--- config.mk ---
export PLATFORM = sky130hd
export DESIGN_NAME = cache_controller_wbuf_flat
export DESIGN_NICKNAME = d
export VERILOG_FILES = /design/src/rtl/cache_ctrl_pkg.sv /design/src/rtl/cache_controller_wbuf_if.sv /design/src/rtl/write_buffer_fifo.sv /design/src/rtl/cache_controller_wbuf.sv /design/src/flat_wrapper.sv
export SDC_FILE = /design/constraint.sdc
export NUM_CORES = 1
export LEC_CHECK = 0
export ABC_AREA = 1
export BUFFER_PORTS_ARGS = -buffer_cell sky130_fd_sc_hd__buf_4
export CAP_MARGIN = 20
export CORE_ASPECT_RATIO = 1.4
export CORE_MARGIN = 2
export CORE_UTILIZATION = 53
export DETAILED_ROUTE_END_ITERATION = 8
export MAX_ROUTING_LAYER = met4
export PLACE_DENSITY = 0.83
export SYNTH_ARGS = -nofsm -noshare
export SYNTH_HDL_FRONTEND = slang
export SYNTH_SLANG_ARGS = --single-unit
--- constraint.sdc ---
create_clock -name clk -period 5.1 [get_ports clk]
set_input_delay 0.51 -clock clk [delete_from_list [all_inputs] [get_ports clk]]
set_output_delay 0.51 -clock clk [all_outputs]
set_load 0.02 [all_outputs]
--- src/rtl/cache_ctrl_pkg.sv ---
// Shared types and helpers for the write-through data-cache controller.
//   read_state_t  : read/fill FSM states
//   write_state_t : write-buffer drain FSM states
//   DEFAULT_ADDR_OFFSET : base subtracted from CPU addresses before indexing
//   line_align()  : clears the in-line offset bits of a byte address
package cache_ctrl_pkg;

  typedef enum logic [1:0] {
    IDLE,
    WAIT_DRAIN,
    FILL
  } read_state_t;

  typedef enum logic {
    W_IDLE,
    W_BUSY
  } write_state_t;

  localparam int DEFAULT_ADDR_OFFSET = 1024;

  // Works on a 64-bit container so any address width up to 64 can use it;
  // callers zero-extend on the way in and slice on the way out.
  function automatic logic [63:0] line_align(input logic [63:0] addr,
                                             input int unsigned off_bits);
    return addr & ~((64'd1 << off_bits) - 64'd1);
  endfunction

endpackage

--- src/rtl/cache_controller_wbuf_if.sv ---
// Bus bundle for cache_controller_wbuf: CPU (MEM stage) request side,
// cache array side and SRAM controller side.
//   slave  : the controller (drives ready/readData, cache strobes, SRAM strobes)
//   master : the environment (CPU, cache array and SRAM controller)
interface cache_controller_wbuf_if #(
  parameter int ADDR_W       = 32,
  parameter int DATA_W       = 32,
  parameter int LINE_WORDS   = 2,
  parameter int CACHE_ADDR_W = 17
);
  // CPU side
  logic                         MEM_R_EN;
  logic                         MEM_W_EN;
  logic [ADDR_W-1:0]            address;
  logic [DATA_W-1:0]            writeData;
  logic                         ready;
  logic [DATA_W-1:0]            readData;
  // cache array side
  logic                         Cache_Hit;
  logic [DATA_W-1:0]            CacheReadData;
  logic                         Cache_RE;
  logic                         Cache_WE;
  logic                         Cache_Inv;
  logic [CACHE_ADDR_W-1:0]      CacheAddress;
  logic [LINE_WORDS*DATA_W-1:0] CacheWriteData;
  // SRAM controller side
  logic                         SRAM_Ready;
  logic [LINE_WORDS*DATA_W-1:0] SRAM_Read_Data;
  logic                         SRAM_RE;
  logic                         SRAM_WE;
  logic [ADDR_W-1:0]            SRAM_Address;
  logic [DATA_W-1:0]            SRAM_Write_Data;

  modport slave (
    input  MEM_R_EN, MEM_W_EN, address, writeData,
           Cache_Hit, CacheReadData, SRAM_Ready, SRAM_Read_Data,
    output ready, readData, Cache_RE, Cache_WE, Cache_Inv, CacheAddress,
           CacheWriteData, SRAM_RE, SRAM_WE, SRAM_Address, SRAM_Write_Data
  );

  modport master (
    output MEM_R_EN, MEM_W_EN, address, writeData,
           Cache_Hit, CacheReadData, SRAM_Ready, SRAM_Read_Data,
    input  ready, readData, Cache_RE, Cache_WE, Cache_Inv, CacheAddress,
           CacheWriteData, SRAM_RE, SRAM_WE, SRAM_Address, SRAM_Write_Data
  );

endinterface

--- src/rtl/write_buffer_fifo.sv ---
// Posted-write buffer: a power-of-two deep FIFO of {address, data} entries.
//   clk, rst   : clock, asynchronous active-high reset (empties the buffer)
//   push/pop   : enqueue push_data / dequeue head (ignored when full / empty)
//   head       : oldest entry, valid when !empty
//   full/empty : derived from the registered count
//   count      : number of valid entries, 0..DEPTH
module write_buffer_fifo
  import cache_ctrl_pkg::*;
#(
  parameter int DEPTH = 4,
  parameter int WIDTH = 64
) (
  input  logic                     clk,
  input  logic                     rst,
  input  logic                     push,
  input  logic                     pop,
  input  logic [WIDTH-1:0]         push_data,
  output logic [WIDTH-1:0]         head,
  output logic                     full,
  output logic                     empty,
  output logic [$clog2(DEPTH):0]   count
);

  localparam int PTR_W = $clog2(DEPTH);

  logic [WIDTH-1:0] mem [DEPTH];
  logic [PTR_W-1:0] wr_ptr;
  logic [PTR_W-1:0] rd_ptr;
  logic [PTR_W:0]   count_q;
  logic             do_push;
  logic             do_pop;

  assign do_push = push && !full;
  assign do_pop  = pop && !empty;

  // NOTE: registered state uses non-blocking assignments so every flop samples
  // the pre-edge values regardless of statement order.
  always_ff @(posedge clk or posedge rst) begin
    if (rst) begin
      wr_ptr  <= '0;
      rd_ptr  <= '0;
      count_q <= '0;
    end else begin
      // Pointers wrap naturally because DEPTH is a power of two.
      if (do_push) wr_ptr <= wr_ptr + PTR_W'(1);
      if (do_pop)  rd_ptr <= rd_ptr + PTR_W'(1);
      case ({do_push, do_pop})
        2'b10:   count_q <= count_q + (PTR_W+1)'(1);
        2'b01:   count_q <= count_q - (PTR_W+1)'(1);
        default: count_q <= count_q;
      endcase
    end
  end

  // NOTE: storage is deliberately not reset; an entry is only read after it
  // has been written, and the pointers/count already define validity.
  always_ff @(posedge clk) begin
    if (do_push) mem[wr_ptr] <= push_data;
  end

  assign head  = mem[rd_ptr];
  assign count = count_q;
  assign full  = (count_q == (PTR_W+1)'(DEPTH));
  assign empty = (count_q == '0);

endmodule

--- src/rtl/cache_controller_wbuf.sv ---
// Write-through, no-allocate data-cache controller with a posted write buffer.
//   clk, rst : clock, asynchronous active-high reset
//   bus      : CPU request/response, cache array strobes and SRAM controller
//              handshake (see cache_controller_wbuf_if)
// Read hits complete in the request cycle. Read misses wait for the write
// buffer to drain, then fetch a whole line, fill the cache and forward the
// requested word. Writes are pushed into the buffer (invalidating the cached
// line) and drained to SRAM one word at a time in the background.
module cache_controller_wbuf
  import cache_ctrl_pkg::*;
#(
  parameter int ADDR_W       = 32,
  parameter int DATA_W       = 32,
  parameter int LINE_WORDS   = 2,
  parameter int CACHE_ADDR_W = 17,
  parameter int ADDR_OFFSET  = DEFAULT_ADDR_OFFSET,
  parameter int WBUF_DEPTH   = 4
) (
  input  logic                  clk,
  input  logic                  rst,
  cache_controller_wbuf_if.slave bus
);

  localparam int WSEL_W     = $clog2(LINE_WORDS);
  localparam int LINE_OFF_W = WSEL_W + 2;
  localparam int ENTRY_W    = ADDR_W + DATA_W;
  localparam int CNT_W      = $clog2(WBUF_DEPTH) + 1;

  read_state_t  rstate, rnext;
  write_state_t wstate, wnext;

  // ---------------------------------------------------------------- address
  logic [ADDR_W-1:0] gen_addr;
  logic [WSEL_W-1:0] word_sel;
  logic [63:0]       aligned_wide;
  logic [ADDR_W-1:0] fill_addr;
  logic [DATA_W-1:0] fill_word;

  // Word-aligned, offset-relative address; wraps modulo 2^ADDR_W.
  assign gen_addr     = {bus.address[ADDR_W-1:2], 2'b00} - ADDR_W'(ADDR_OFFSET);
  assign word_sel     = gen_addr[2 +: WSEL_W];
  // The SRAM line fetch uses the raw CPU address, not the offset one.
  assign aligned_wide = line_align(64'(bus.address), LINE_OFF_W);
  assign fill_addr    = aligned_wide[ADDR_W-1:0];
  assign fill_word    = bus.SRAM_Read_Data[word_sel*DATA_W +: DATA_W];

  assign bus.CacheAddress = gen_addr[CACHE_ADDR_W+1:2];

  // ----------------------------------------------------------- write buffer
  logic               wb_push;
  logic               wb_pop;
  logic [ENTRY_W-1:0] wb_head;
  logic               wb_full;
  logic               wb_empty;
  logic [CNT_W-1:0]   wb_count;

  write_buffer_fifo #(
    .DEPTH (WBUF_DEPTH),
    .WIDTH (ENTRY_W)
  ) u_wbuf (
    .clk       (clk),
    .rst       (rst),
    .push      (wb_push),
    .pop       (wb_pop),
    .push_data ({bus.address, bus.writeData}),
    .head      (wb_head),
    .full      (wb_full),
    .empty     (wb_empty),
    .count     (wb_count)
  );

  // Bits that are architecturally dropped (byte offset, index bits above the
  // cache, widening headroom) and the occupancy count, kept for visibility.
  logic unused_ok;
  assign unused_ok = ^{gen_addr[1:0], gen_addr[ADDR_W-1:CACHE_ADDR_W+2],
                       aligned_wide[63:ADDR_W], wb_count};

  // --------------------------------------------------------- state register
  always_ff @(posedge clk or posedge rst) begin
    if (rst) begin
      rstate <= IDLE;
      wstate <= W_IDLE;
    end else begin
      rstate <= rnext;
      wstate <= wnext;
    end
  end

  // ---------------------------------------------------- next state / outputs
  logic                         ready;
  logic [DATA_W-1:0]            read_data;
  logic                         cache_re;
  logic                         cache_we;
  logic                         cache_inv;
  logic [LINE_WORDS*DATA_W-1:0] cache_wdata;
  logic                         sram_re;
  logic                         sram_we;
  logic [ADDR_W-1:0]            sram_addr;
  logic [DATA_W-1:0]            sram_wdata;

  always_comb begin
    // NOTE: every output gets a default before any branch so no path leaves a
    // value unassigned, which would infer a latch.
    rnext       = rstate;
    wnext       = wstate;
    ready       = 1'b0;
    read_data   = '0;
    cache_re    = 1'b0;
    cache_we    = 1'b0;
    cache_inv   = 1'b0;
    cache_wdata = '0;
    sram_re     = 1'b0;
    sram_we     = 1'b0;
    sram_addr   = '0;
    sram_wdata  = '0;
    wb_push     = 1'b0;
    wb_pop      = 1'b0;

    if (rst) begin
      // Strobes are forced off while in reset; only an idle bus completes.
      ready = !(bus.MEM_R_EN || bus.MEM_W_EN);
    end else begin
      case (rstate)
        IDLE: begin
          if (bus.MEM_R_EN) begin
            cache_re = 1'b1;
            if (bus.Cache_Hit) begin
              ready     = 1'b1;
              read_data = bus.CacheReadData;
            end else begin
              rnext = WAIT_DRAIN;
            end
          end else if (bus.MEM_W_EN) begin
            // Full is the registered count, so a same-cycle pop does not
            // free a slot until the next cycle.
            if (!wb_full) begin
              wb_push   = 1'b1;
              cache_inv = 1'b1;
              ready     = 1'b1;
            end
          end else begin
            ready = 1'b1;
          end
        end
        WAIT_DRAIN: begin
          // A fetch must observe every earlier write, so wait for the buffer
          // to empty and for any in-flight drain to finish.
          if (wb_empty && wstate == W_IDLE) rnext = FILL;
        end
        FILL: begin
          sram_re   = 1'b1;
          sram_addr = fill_addr;
          if (bus.SRAM_Ready) begin
            cache_we    = 1'b1;
            cache_wdata = bus.SRAM_Read_Data;
            read_data   = fill_word;
            ready       = 1'b1;
            rnext       = IDLE;
          end
        end
        default: rnext = IDLE;
      endcase

      case (wstate)
        W_IDLE: begin
          // Yield the SRAM to an active fill; otherwise start the next drain.
          if (!wb_empty && rstate != FILL) wnext = W_BUSY;
        end
        W_BUSY: begin
          sram_we    = 1'b1;
          sram_addr  = wb_head[ENTRY_W-1:DATA_W];
          sram_wdata = wb_head[DATA_W-1:0];
          if (bus.SRAM_Ready) begin
            wb_pop = 1'b1;
            wnext  = W_IDLE;
          end
        end
        default: wnext = W_IDLE;
      endcase
    end
  end

  assign bus.ready           = ready;
  assign bus.readData        = read_data;
  assign bus.Cache_RE        = cache_re;
  assign bus.Cache_WE        = cache_we;
  assign bus.Cache_Inv       = cache_inv;
  assign bus.CacheWriteData  = cache_wdata;
  assign bus.SRAM_RE         = sram_re;
  assign bus.SRAM_WE         = sram_we;
  assign bus.SRAM_Address    = sram_addr;
  assign bus.SRAM_Write_Data = sram_wdata;

endmodule

--- src/flat_wrapper.sv ---
// flat-port wrapper written by rule: the top's interface ports become plain ports
module cache_controller_wbuf_flat import cache_ctrl_pkg::*;
#(
  parameter int ADDR_W       = 32,
  parameter int DATA_W       = 32,
  parameter int LINE_WORDS   = 2,
  parameter int CACHE_ADDR_W = 17,
  parameter int ADDR_OFFSET  = DEFAULT_ADDR_OFFSET,
  parameter int WBUF_DEPTH   = 4
)
  (clk, rst, bus_MEM_R_EN, bus_MEM_W_EN, bus_address, bus_writeData, bus_Cache_Hit, bus_CacheReadData, bus_SRAM_Ready, bus_SRAM_Read_Data, bus_ready, bus_readData, bus_Cache_RE, bus_Cache_WE, bus_Cache_Inv, bus_CacheAddress, bus_CacheWriteData, bus_SRAM_RE, bus_SRAM_WE, bus_SRAM_Address, bus_SRAM_Write_Data);
  cache_controller_wbuf_if #(.ADDR_W(ADDR_W), .DATA_W(DATA_W), .LINE_WORDS(LINE_WORDS), .CACHE_ADDR_W(CACHE_ADDR_W)) bus_i ();
  input  logic clk;
  input  logic rst;
  input wire logic [$bits(bus_i.MEM_R_EN)-1:0] bus_MEM_R_EN;
  input wire logic [$bits(bus_i.MEM_W_EN)-1:0] bus_MEM_W_EN;
  input wire logic [$bits(bus_i.address)-1:0] bus_address;
  input wire logic [$bits(bus_i.writeData)-1:0] bus_writeData;
  input wire logic [$bits(bus_i.Cache_Hit)-1:0] bus_Cache_Hit;
  input wire logic [$bits(bus_i.CacheReadData)-1:0] bus_CacheReadData;
  input wire logic [$bits(bus_i.SRAM_Ready)-1:0] bus_SRAM_Ready;
  input wire logic [$bits(bus_i.SRAM_Read_Data)-1:0] bus_SRAM_Read_Data;
  output wire logic [$bits(bus_i.ready)-1:0] bus_ready;
  output wire logic [$bits(bus_i.readData)-1:0] bus_readData;
  output wire logic [$bits(bus_i.Cache_RE)-1:0] bus_Cache_RE;
  output wire logic [$bits(bus_i.Cache_WE)-1:0] bus_Cache_WE;
  output wire logic [$bits(bus_i.Cache_Inv)-1:0] bus_Cache_Inv;
  output wire logic [$bits(bus_i.CacheAddress)-1:0] bus_CacheAddress;
  output wire logic [$bits(bus_i.CacheWriteData)-1:0] bus_CacheWriteData;
  output wire logic [$bits(bus_i.SRAM_RE)-1:0] bus_SRAM_RE;
  output wire logic [$bits(bus_i.SRAM_WE)-1:0] bus_SRAM_WE;
  output wire logic [$bits(bus_i.SRAM_Address)-1:0] bus_SRAM_Address;
  output wire logic [$bits(bus_i.SRAM_Write_Data)-1:0] bus_SRAM_Write_Data;
  assign bus_i.MEM_R_EN = bus_MEM_R_EN;
  assign bus_i.MEM_W_EN = bus_MEM_W_EN;
  assign bus_i.address = bus_address;
  assign bus_i.writeData = bus_writeData;
  assign bus_i.Cache_Hit = bus_Cache_Hit;
  assign bus_i.CacheReadData = bus_CacheReadData;
  assign bus_i.SRAM_Ready = bus_SRAM_Ready;
  assign bus_i.SRAM_Read_Data = bus_SRAM_Read_Data;
  assign bus_ready = bus_i.ready;
  assign bus_readData = bus_i.readData;
  assign bus_Cache_RE = bus_i.Cache_RE;
  assign bus_Cache_WE = bus_i.Cache_WE;
  assign bus_Cache_Inv = bus_i.Cache_Inv;
  assign bus_CacheAddress = bus_i.CacheAddress;
  assign bus_CacheWriteData = bus_i.CacheWriteData;
  assign bus_SRAM_RE = bus_i.SRAM_RE;
  assign bus_SRAM_WE = bus_i.SRAM_WE;
  assign bus_SRAM_Address = bus_i.SRAM_Address;
  assign bus_SRAM_Write_Data = bus_i.SRAM_Write_Data;
  cache_controller_wbuf #(.ADDR_W(ADDR_W), .DATA_W(DATA_W), .LINE_WORDS(LINE_WORDS), .CACHE_ADDR_W(CACHE_ADDR_W), .ADDR_OFFSET(ADDR_OFFSET), .WBUF_DEPTH(WBUF_DEPTH)) u_core (.clk(clk), .rst(rst), .bus(bus_i));
endmodule
==> reports/qor.csv, run 1 <==
stage,metric,value,unit
power,Int Power,4.29,mW
synth,syn_nets,1528,
power,Clock Power Share,23.6,%
power,"Power, Total",6.91,mW
timing,hold_ws,140,ps
clocking,CTS Hold Bufs,0,
finish,# diodes,0,
timing,RSZ-0062 raised after global routing,no,
floorplan,die area,0.0252,sq mm
timing,final hold vios,0,
flow_run,max_cap viols,0,
timing,Slew Limit Fails,0,
clocking,"CTS clk-pin slew, worst paths",70,ps
timing,fin crit period,3550,ps
route,# DRC,0,
timing,setup tns final,0,ps
synth,synthesized area per cell,9.35,sq um
clocking,# H-tree levels,1,
power,sw frac,37.9,%
place,placed wire-length estimate,25.4,mm
clocking,post-CTS setup buffer count,0,
finish,layout cells sized above 1,24.4,%
synth,synth top area cells,"edfxtp_1 (61%), nor2_1 (8.3%), nand2_1 (7.4%)",
timing,relative slew slack,30.0,%
synth,Yosys Warn Count,0,
clocking,CTS tree,done,
floorplan,num rows,66,
timing,max frequency,0.281,GHz
finish,synthesis-to-finish area growth,27.0,%
floorplan,Die Span Y,187,um
synth,#FFs+latches synth,266,
setup_path,CP Cell Sequence,"inv_1, nand2_2, nor2_4, nand2_2, buf_16, nor2_1, buf_4",
global_routing,all-layer global routing usage,29.8,%
place,port bufs,348,
status,status,"finished, final reports clean",
setup_path,worst stage delay on the critical path,620,ps
setup_path,most frequent CP cell,nand2_2,
setup_path,Setup CP Type,reg -> out,
power,sequential share of power,37.4,%
clocking,clock root buffer,clkbuf_16,
power,Logic pwr share,39.0,%
timing,Clock Skew,10.1,ps
clocking,clock buffer depth,3,
route,Routed Antenna Nets,0,
synth,mapped cell area,0.0127,sq mm
global_routing,first-pass GRT wire length,56.4,mm
hold_path,worst hold path type,in -> async,
timing,# setup viols final,0,
route,DRT iter0 DRCs,1121,
synth,"Distinct cells, synth",24,
clocking,post_cts resized,0,
synth,top cell type's share of synthesized area,60.7,%
timing,Final Cycle Share,69.7,%
route,Routed WL per cell,19.0,um
synth,Cells after Synth,1355,
power,VDD IR max,0.381,mV
route,vias per inst,5.41,
setup_path,crit path max fanout,34,
synth,register area share after synthesis,62.7,%
place,global placer's final weighted congestion,0.925,
finish,Total Nets Final,1822,
clocking,cts bufs inserted,23,
floorplan,Die W,135,um
place,Placed Instance Area,0.0154,sq mm
setup_path,Worst Setup Start Kind,flip-flop,
floorplan,io pins,349,
global_routing,pin count of the biggest net entering global routing,93,
floorplan,core area,0.0234,sq mm
global_routing,vias in the first global route,10500,
global_routing,initial antenna violation count,0,
route,1st-pass router iterations,6,
power,Power Dens Cells,429,mW/mm^2
setup_path,CP required,4590,ps
setup_path,slowest cell on the critical path,nor2_4,
setup_path,WP data arrival,3040,ps
setup_path,endpoint type of the worst setup path,output pin,
power,Leak Pwr,7.00,nW
route,total number of vias,10700,
global_routing,total grt overflow,0,
timing,Slew @ Worst Pin,1050,ps
route,routed wire length,37.5,mm
synth,Yosys top cell by area,edfxtp_1,
power,Psw,2.62,mW
floorplan,Initial Util,54.2,%
clocking,CTS sink count,266,
clocking,worst-skew pair later-pin latency,520,ps
finish,fin area,0.0161,sq mm
[routing by layer]
layer / track usage, % / vias to the layer above / share of wire (%)
met5: - / - / 0
met4: 14.9 / 0 / 5.3
met3: 3.50 / 90 / 6.6
met2: 52.1 / 516 / 53
met1: 33.5 / 5014 / 36
li1: - / 5039 / -
[cell usage in the layout, fill, tap and decap left out, drive strengths merged]
cell type	netlist	layout
a21oi	69	69
buf	57	362
bufinv	0	1
clkbuf	36	27
clkinv	0	12
clkinvlp	0	1
dfrtp	10	10
edfxtp	256	256
fa	1	1
ha	6	6
inv	145	145
nand2	252	252
nand3	37	37
nand3b	1	1
nand4	32	32
nor2	282	282
nor3	3	3
o21ai	159	159
xnor2	1	1
xor2	8	8
[synth_stat cells]
| master | instances |
|---|---|
| nand2_1 | 251 |
| inv_2 | 4 |
| fa_1 | 1 |
| nor2_1 | 280 |
| buf_2 | 30 |
| buf_6 | 1 |
| inv_1 | 141 |
| nor2_2 | 1 |
| nand3_1 | 37 |
| nand2_2 | 1 |
| a21oi_1 | 69 |
| buf_1 | 12 |
| nand4_1 | 32 |
| buf_4 | 14 |
| xor2_1 | 8 |
| xnor2_1 | 1 |
| nand3b_1 | 1 |
| ha_1 | 6 |
| o21ai_0 | 159 |
| nor2_4 | 1 |
| edfxtp_1 | 256 |
| clkbuf_1 | 36 |
| dfrtp_1 | 10 |
| nor3_1 | 3 |
[path summary, 6_finish.rpt]
check	startpoint	endpoint	slack (ps)	cells after the start
min in group clk	bus_writeData[15]	u_core.u_wbuf.mem[0][15]	190	1
hold reg to reg	u_core.u_wbuf.count[0]	u_core.u_wbuf.count[0]	510	1
max in group asynchronous	rst	u_core.u_wbuf.rd_ptr[0]	4690	2
hold / removal	rst	u_core.u_wbuf.rd_ptr[0]	140	2
setup / recovery	u_core.rstate[0]	bus_CacheWriteData[48]	1550	7
setup reg to reg	u_core.rstate[1]	u_core.u_wbuf.mem[1][53]	2100	7
[registers in the layout, indices dropped and copies added, names as in the netlist]
signal / flops
u_core.u_wbuf.mem: 256
u_core.rstate: 2
u_core.u_wbuf.rd_ptr: 2
u_core.u_wbuf.wr_ptr: 2
u_core.u_wbuf.count: 3
u_core.wstate: 1
[cells by family after synthesis]
family	count (synthesis)	share of synthesized area [%]
AND/OR/NAND/NOR	607	19.1
flip-flops	266	62.7
buffers and inverters	238	7.82
AO/OA/AOI/OAI	228	9.01
XOR/XNOR	9	0.622
adder cells (fa/ha/maj)	7	0.751
[cell type report]
class,instances,area [sq um]
inverters,145,546
fillers,1712,7280
repair buffers,362,2750
flip-flops and latches,266,7940
clock inverters,14,108
well taps,306,383
clock buffers,27,591
multi-input cells,851,3770
[stage by stage]
stage               std cells  setup WS, ps  util (%)
finish                   1971          1550      68.9
global route             1971          1340      68.9
CTS                      1970          1380      68.7
global placement         1929          1880      65.8
floorplan                1355           744         -
detailed placement       1929          1790      65.8
[critical path, delay by kind of cell (launching register included)]
kind | cells | cell delay (ps)
buffers and inverters | 3 | 620
and+or+nand+nor | 4 | 1470
DFF | 1 | 410
[power groups by stage]
stage / clock [mW] / combinational [mW] / sequential (mW)
floorplan: 0 / 1.75 / 2.59
global placement: 0 / 2.62 / 2.62
detailed placement: 0 / 2.68 / 2.63
CTS: 1.65 / 2.69 / 2.58
global route: 1.73 / 2.97 / 2.60
finish: 1.63 / 2.69 / 2.59
(Power assumes the default switching activity.)
==> inputs of run 2 (changes only) <==
Clock period 5.1 ns to 3.58 ns, I/O delays scaled along.
==> reports/qor.csv, run 2 (synthesis results as in run 1) <==
stage,metric,value,unit,change
flow_run,max_cap viols,0,,unchanged
global_routing,first-pass GRT wire length,55.3,mm,was 56.4 mm
place,placed wire-length estimate,25.1,mm,was 25.4 mm
timing,# setup viols final,0,,unchanged
timing,Slew Limit Fails,0,,unchanged
route,DRT iter0 DRCs,909,,"was 1,121"
clocking,"CTS clk-pin slew, worst paths",70,ps,about the same
timing,Slew @ Worst Pin,795,ps,was 1050 ps
power,Power Dens Cells,620,mW/mm^2,was 429 mW/mm^2
place,Setup WS pre-CTS,856,ps,was 1790 ps
finish,Filler Cell Count,1704,,"was 1,712"
floorplan,num rows,66,,unchanged
power,Psw,3.74,mW,was 2.62 mW
clocking,CTS sink count,266,,unchanged
hold_path,worst hold path type,in -> reg,,was in -> async
power,Int Power,6.33,mW,was 4.29 mW
clocking,# H-tree levels,1,,unchanged
floorplan,Initial Util,54.2,%,unchanged
finish,most frequent cells in the layout,"buf_4 (369), nor2_1 (276), edfxtp_1 (256)",,"was buf_4 (360), nor2_1 (276), edfxtp_1 (256)"
floorplan,core area,0.0234,sq mm,unchanged
finish,Reg with most FFs,u_core.u_wbuf.mem,,unchanged
floorplan,Die Span Y,187,um,unchanged
power,sequential share of power,36.7,%,was 37.4%
global_routing,vias in the first global route,10500,,about the same
place,port bufs,348,,unchanged
timing,setup tns final,0,ps,unchanged
finish,post-route insts no fill,1984,,"was 1,971"
finish,multi-input logic area,0.00377,sq mm,unchanged
timing,relative slew slack,47.0,%,was 30.0%
clocking,clock root buffer,clkbuf_16,,unchanged
timing,fin crit period,3200,ps,
finish,max reg flops,256,,unchanged
clocking,CTS tree,done,,unchanged
global_routing,all-layer global routing usage,29.4,%,was 29.8%
timing,final hold vios,0,,unchanged
power,VDD IR max,0.423,mV,was 0.381 mV
global_routing,initial antenna violation count,3,,was 0
setup_path,Worst Setup Start Kind,input port,,was flip-flop
route,vias per inst,5.39,,was 5.41
global_routing,pin count of the biggest net entering global routing,70,,was 93
floorplan,Die W,135,um,unchanged
timing,max frequency,0.313,GHz,
global_routing,total grt overflow,0,,unchanged
clocking,cts bufs inserted,23,,unchanged
route,total number of vias,10700,,about the same
timing,RSZ-0062 raised after global routing,no,,unchanged
setup_path,endpoint type of the worst setup path,output pin,,unchanged
route,1st-pass router iterations,6,,unchanged
power,Leak Pwr,7.08,nW,was 7.00 nW
power,Clock Power Share,25.3,%,was 23.6%
route,# DRC,0,,unchanged
timing,Clock Skew,13.5,ps,was 10.1 ps
power,Logic pwr share,38.0,%,was 39.0%
floorplan,io pins,349,,unchanged
clocking,worst-skew pair later-pin latency,510,ps,was 520 ps
route,Routed WL per cell,18.7,um,was 19.0 um
status,status,"finished, final reports clean",,unchanged
setup_path,Setup CP Type,in -> out,,was reg -> out
timing,worst setup margin,383,ps,was 1550 ps
finish,layout cells sized above 1,25.4,%,was 24.4%
setup_path,CP required,3220,ps,was 4590 ps
place,Placed Instance Area,0.0154,sq mm,about the same
clocking,post-CTS setup buffer count,0,,unchanged
route,routed wire length,37.0,mm,was 37.5 mm
timing,hold_ws,43.4,ps,was 140 ps
finish,Total Nets Final,1831,,"was 1,822"
setup_path,R2R Setup Slk,1200,ps,was 2100 ps
finish,fin area,0.0162,sq mm,was 0.0161 sq mm
route,Routed Antenna Nets,0,,unchanged
finish,FF+latch area,0.00794,sq mm,unchanged
setup_path,WP data arrival,2840,ps,was 3040 ps
setup_path,crit path max fanout,65,,was 34
place,global placer's final weighted congestion,0.924,,was 0.925
finish,synthesis-to-finish area growth,28.2,%,was 27.0%
timing,Final Cycle Share,89.3,%,
finish,"commonest non-fill, non-tap cell in the layout",buf_4,,unchanged
clocking,clock buffer depth,3,,unchanged
floorplan,die area,0.0252,sq mm,unchanged
power,sw frac,37.2,%,was 37.9%
place,dpl cells,1938,,"was 1,929"
[run 2: cell types whose count changed in the layout (fill, tap and decap cells not counted), moves of 2 or more]
| cell | delta |
|---|---|
| clkinvlp_4 | +2 |
| diode_2 | +3 |
| clkbuf_1 | -2 |
| bufinv_16 | +2 |
| clkinv_1 | -7 |
| clkbuf_8 | +2 |
| clkinv_2 | +4 |
| buf_4 | +9 |
[run 2: metrics by stage]
| step | total power, mW | util, % |
|---|---|---|
| finish | 10.1 | 69.5 |
| global placement | 7.45 | 66.1 |
| floorplan | 6.19 | - |
| global route | 10.6 | 69.5 |
| detailed placement | 7.56 | 66.1 |
| CTS | 10.1 | 69.4 |
[run 2: final timing paths]
kind / from / end / cells past startpoint
max in group asynchronous: rst / u_core.u_wbuf.rd_ptr[0] / 3
max reg2reg: u_core.u_wbuf.count[0] / u_core.u_wbuf.count[2] / 9
max: rst / bus_SRAM_Address[10] / 9
min in group asynchronous: rst / u_core.u_wbuf.wr_ptr[1] / 3
min reg2reg: u_core.u_wbuf.count[0] / u_core.u_wbuf.count[0] / 1
min: bus_writeData[22] / u_core.u_wbuf.mem[0][22] / 1
[run 2: power by group through the flow]
stage / combinational (mW) / clock (mW) / sequential [mW]
floorplan: 2.50 / 0 / 3.70
global placement: 3.70 / 0 / 3.75
detailed placement: 3.80 / 0 / 3.76
CTS: 3.82 / 2.57 / 3.69
global route: 4.21 / 2.69 / 3.71
finish: 3.83 / 2.55 / 3.69
[run 2: critical path: stages]
cell           delay [ps]
dlygate4sd3_1         550
buf_4                 350
inv_2                 250
nand2_2               120
buf_4                 620
o21ai_0               250
nand2_1               120
inv_1                  40
buf_4                 140
[run 2: what timing repair did]
item,4_1_cts,5_1_grt
hold buffers,1,0
resized for setup,0,0
endpoints found under the hold margin,10,0
[run 2: layer usage]
metal  vias up  wire length (um)  part of all wire [%]  GRT usage, %
met5         -                 0                     0             -
met1      5015             13200                    36          32.4
met2       506             18800                    51          49.8
met3       104              2710                   7.3          4.63
li1       5061                 -                     -             -
met4         0              2360                   6.4          17.4
[run 2: layout make-up]
cell class	instances	area share, %
Inverter	145	3.36
Clock buffer	27	3.76
Antenna cell	3	0.0462
Multi-Input combinational cell	851	23.2
Tap cell	306	2.36
Timing Repair Buffer	371	17.2
Sequential cell	266	48.9
Clock inverter	15	1.06
==> inputs of run 3 (changes only) <==
Settings changed: ABC_AREA 1 to not set, CORE_UTILIZATION 53 to 52, PLACE_DENSITY 0.83 to 0.82.
==> reports/qor.csv, run 3 <==
stage,metric,value,unit,change
status,status,"finished, final reports clean",,unchanged
timing,# setup viols final,0,,unchanged
setup_path,crit path max fanout,50,,was 65
timing,Slew @ Worst Pin,797,ps,was 795 ps
clocking,clock root buffer,clkbuf_16,,unchanged
timing,max frequency,0.334,GHz,was 0.313 GHz
global_routing,pin count of the biggest net entering global routing,77,,was 70
hold_path,Hold Startpoint,bus_writeData[30],,was bus_writeData[22]
clocking,CTS tree,done,,unchanged
synth,post-synthesis compound-gate area fraction,6.17,%,was 9.01%
timing,fin crit period,3000,ps,was 3200 ps
setup_path,reg-to-reg startpoint,u_core.rstate[0],,was u_core.u_wbuf.count[0]
global_routing,all-layer global routing usage,26.5,%,was 29.4%
clocking,CTS Hold Bufs,0,,was 1
clocking,# H-tree levels,1,,unchanged
place,global placer's final weighted congestion,0.906,,was 0.924
finish,max reg flops,256,,unchanged
setup_path,Worst Setup Start Kind,flip-flop,,was input port
synth,top cell type's share of synthesized area,64.3,%,was 60.7%
synth,Yosys top cell by area,edfxtp_1,,unchanged
global_routing,initial antenna violation count,7,,was 3
finish,synthesis-to-finish area growth,30.9,%,was 28.2%
synth,#FFs+latches synth,266,,unchanged
synth,Yosys Warn Count,0,,unchanged
floorplan,Die W,132,um,was 135 um
route,Routed WL per cell,22.7,um,was 18.7 um
setup_path,WP data arrival,2640,ps,was 2840 ps
floorplan,die area,0.0242,sq mm,was 0.0252 sq mm
finish,post-route insts no fill,1406,,"was 1,984"
clocking,cts bufs inserted,23,,unchanged
timing,setup tns final,0,ps,unchanged
synth,Post-synth EDFFs,256,,unchanged
power,Power Dens Cells,576,mW/mm^2,was 620 mW/mm^2
setup_path,worst stage delay on the critical path,840,ps,was 620 ps
route,total number of vias,8002,,"was 10,700"
synth,largest family of logic cells by synthesized area,multiplexers,,was simple AND/OR/NAND/NOR gates
clocking,CTS sink count,266,,unchanged
route,DRT iter0 DRCs,628,,was 909
finish,fin area,0.0156,sq mm,was 0.0162 sq mm
floorplan,core area,0.0225,sq mm,was 0.0234 sq mm
flow_run,max_cap viols,0,,unchanged
synth,simple-gate area share of the yosys netlist,7.97,%,was 19.1%
timing,hold_ws,47.3,ps,was 43.4 ps
floorplan,io pins,349,,unchanged
setup_path,Setup CP Type,reg -> out,,was in -> out
floorplan,num rows,65,,was 66
floorplan,Initial Util,53.0,%,was 54.2%
synth,"top cells by count, synth","edfxtp_1 (256), and3_1 (65), mux2i_1 (59), and2_1 (41), nor2_1 (38)",,"was nor2_1 (280), edfxtp_1 (256), nand2_1 (251), o21ai_0 (159), inv_1 (141)"
global_routing,total grt overflow,0,,unchanged
setup_path,endpoint type of the worst setup path,output pin,,unchanged
synth,Cells after Synth,762,,"was 1,355"
global_routing,vias in the first global route,8165,,"was 10,500"
timing,Clock Skew,18.9,ps,was 13.5 ps
synth,XOR/XNOR Fraction of Synth Area,0.880,%,was 0.622%
synth,synth top area cells,"edfxtp_1 (64%), mux4_2 (6.6%), mux2i_1 (4.9%)",,"was edfxtp_1 (61%), nor2_1 (8.3%), nand2_1 (7.4%)"
finish,layout cells sized above 1,43.4,%,was 25.4%
finish,Reg with most FFs,u_core.u_wbuf.mem,,unchanged
place,dpl cells,1356,,"was 1,938"
clocking,"CTS clk-pin slew, worst paths",70,ps,about the same
clocking,post_cts resized,0,,unchanged
setup_path,CP startpoint,u_core.u_wbuf.rd_ptr[0],,was rst
power,VDD IR max,0.502,mV,was 0.423 mV
route,vias per inst,5.69,,was 5.39
timing,Final Cycle Share,83.7,%,was 89.3%
setup_path,CP Cell Sequence,"buf_12, mux2i_1, a221oi_1, buf_4",,"was dlygate4sd3_1, buf_4, inv_2, nand2_2, buf_4, o21ai_0, nand2_1, inv_1, buf_4"
synth,fraction of the mapped netlist area in adder cells,0.796,%,was 0.751%
clocking,worst-skew pair later-pin latency,510,ps,about the same
floorplan,Die Span Y,183,um,was 187 um
place,port bufs,348,,unchanged
route,1st-pass router iterations,5,,was 6
route,# DRC,0,,unchanged
timing,RSZ-0062 raised after global routing,no,,unchanged
finish,most frequent cells in the layout,"buf_4 (356), edfxtp_1 (256), and3_1 (65)",,"was buf_4 (369), nor2_1 (276), edfxtp_1 (256)"
route,routed wire length,31.9,mm,was 37.0 mm
place,placed wire-length estimate,22.3,mm,was 25.1 mm
timing,final hold vios,0,,unchanged
setup_path,CP required,3220,ps,about the same
hold_path,worst hold path type,in -> reg,,unchanged
route,Routed Antenna Nets,0,,unchanged
timing,Slew Limit Fails,0,,unchanged
synth,mux cell area share after synthesis,14.7,%,was 0%
synth,register area share after synthesis,66.4,%,was 62.7%
power,"Power, Total",9.01,mW,was 10.1 mW
finish,Total Nets Final,1254,,"was 1,831"
place,Placed Instance Area,0.0148,sq mm,was 0.0154 sq mm
setup_path,slowest cell on the critical path,dfrtp_4,,was buf_4
clocking,post-CTS setup buffer count,0,,unchanged
synth,synthesized area per cell,15.7,sq um,was 9.35 sq um
synth,mapped cell area,0.0119,sq mm,was 0.0127 sq mm
synth,top-count cell post-synth,edfxtp_1,,was nor2_1
synth,"Distinct cells, synth",40,,was 24
clocking,clock buffer depth,3,,unchanged
synth,Post-synth top flop,edfxtp_1,,unchanged
synth,ys async rst share,3.76,%,unchanged
power,Leak Pwr,6.26,nW,was 7.08 nW
finish,"commonest non-fill, non-tap cell in the layout",buf_4,,unchanged
timing,relative slew slack,46.9,%,was 47.0%
global_routing,first-pass GRT wire length,46.8,mm,was 55.3 mm
synth,syn_nets,935,,"was 1,528"
run 3: critical path: cells and delay by family, from the launching register on:
family / cells / cell delay [ps]
AO/OA/AOI/OAI: 1 / 490
buffers and inverters: 2 / 600
flip-flops: 1 / 840
multiplexers: 1 / 130
run 3: kinds of logic after synthesis:
logic type,after synthesis
fa+ha+maj,7
mux,127
compound gates,102
simple gates,166
xor+xnor,12
buf+inv,82
flops,266
run 3: per-stage QoR:
| stage | setup WS, ps | utilization, % |
|---|---|---|
| 4_1_cts | 498 | 69.3 |
| 2_1_floorplan | 222 | - |
| 3_3_place_gp | 1080 | 65.8 |
| 3_5_place_dp | 1030 | 65.8 |
| 6_report | 584 | 69.4 |
| 5_1_grt | 415 | 69.4 |
run 3: path summary, 6_finish.rpt:
kind | slack (ps) | to | cells after the start
max | 580 | bus_SRAM_Address[13] | 4
min | 50 | u_core.u_wbuf.mem[2][30] | 1
max reg2reg | 1030 | u_core.u_wbuf.mem[0][4] | 4
min reg2reg | 580 | u_core.u_wbuf.count[0] | 1
max in group asynchronous | 2990 | u_core.u_wbuf.rd_ptr[0] | 3
min in group asynchronous | 120 | u_core.rstate[1] | 3
run 3: routing by layer:
layer	global-route usage, %	share of wire [%]	vias up	routed length (um)
met4	7.70	2.4	0	761
met2	47.5	54	411	17200
li1	-	-	3630	-
met3	5.33	7.8	39	2490
met5	-	0	-	0
met1	30.1	36	3922	11500
run 3: layout make-up:
type	instances	area (sq um)
Sequential cell	266	7940
Fill cell	1561	6890
Multi-Input combinational cell	414	3670
Timing Repair Buffer	363	2810
Clock buffer	24	579
Tap cell	301	377
Clock inverter	18	200
Inverter	13	48.8
Antenna cell	7	17.5
run 3: power breakdown:
part           total (mW)  internal, mW  switching (mW)  leakage (nW)
clock network        2.52          1.48            1.05         0.387
registers            3.81          3.57           0.243          2.42
logic                2.68          1.30            1.38          3.45
total                9.01          6.34            2.67          6.26
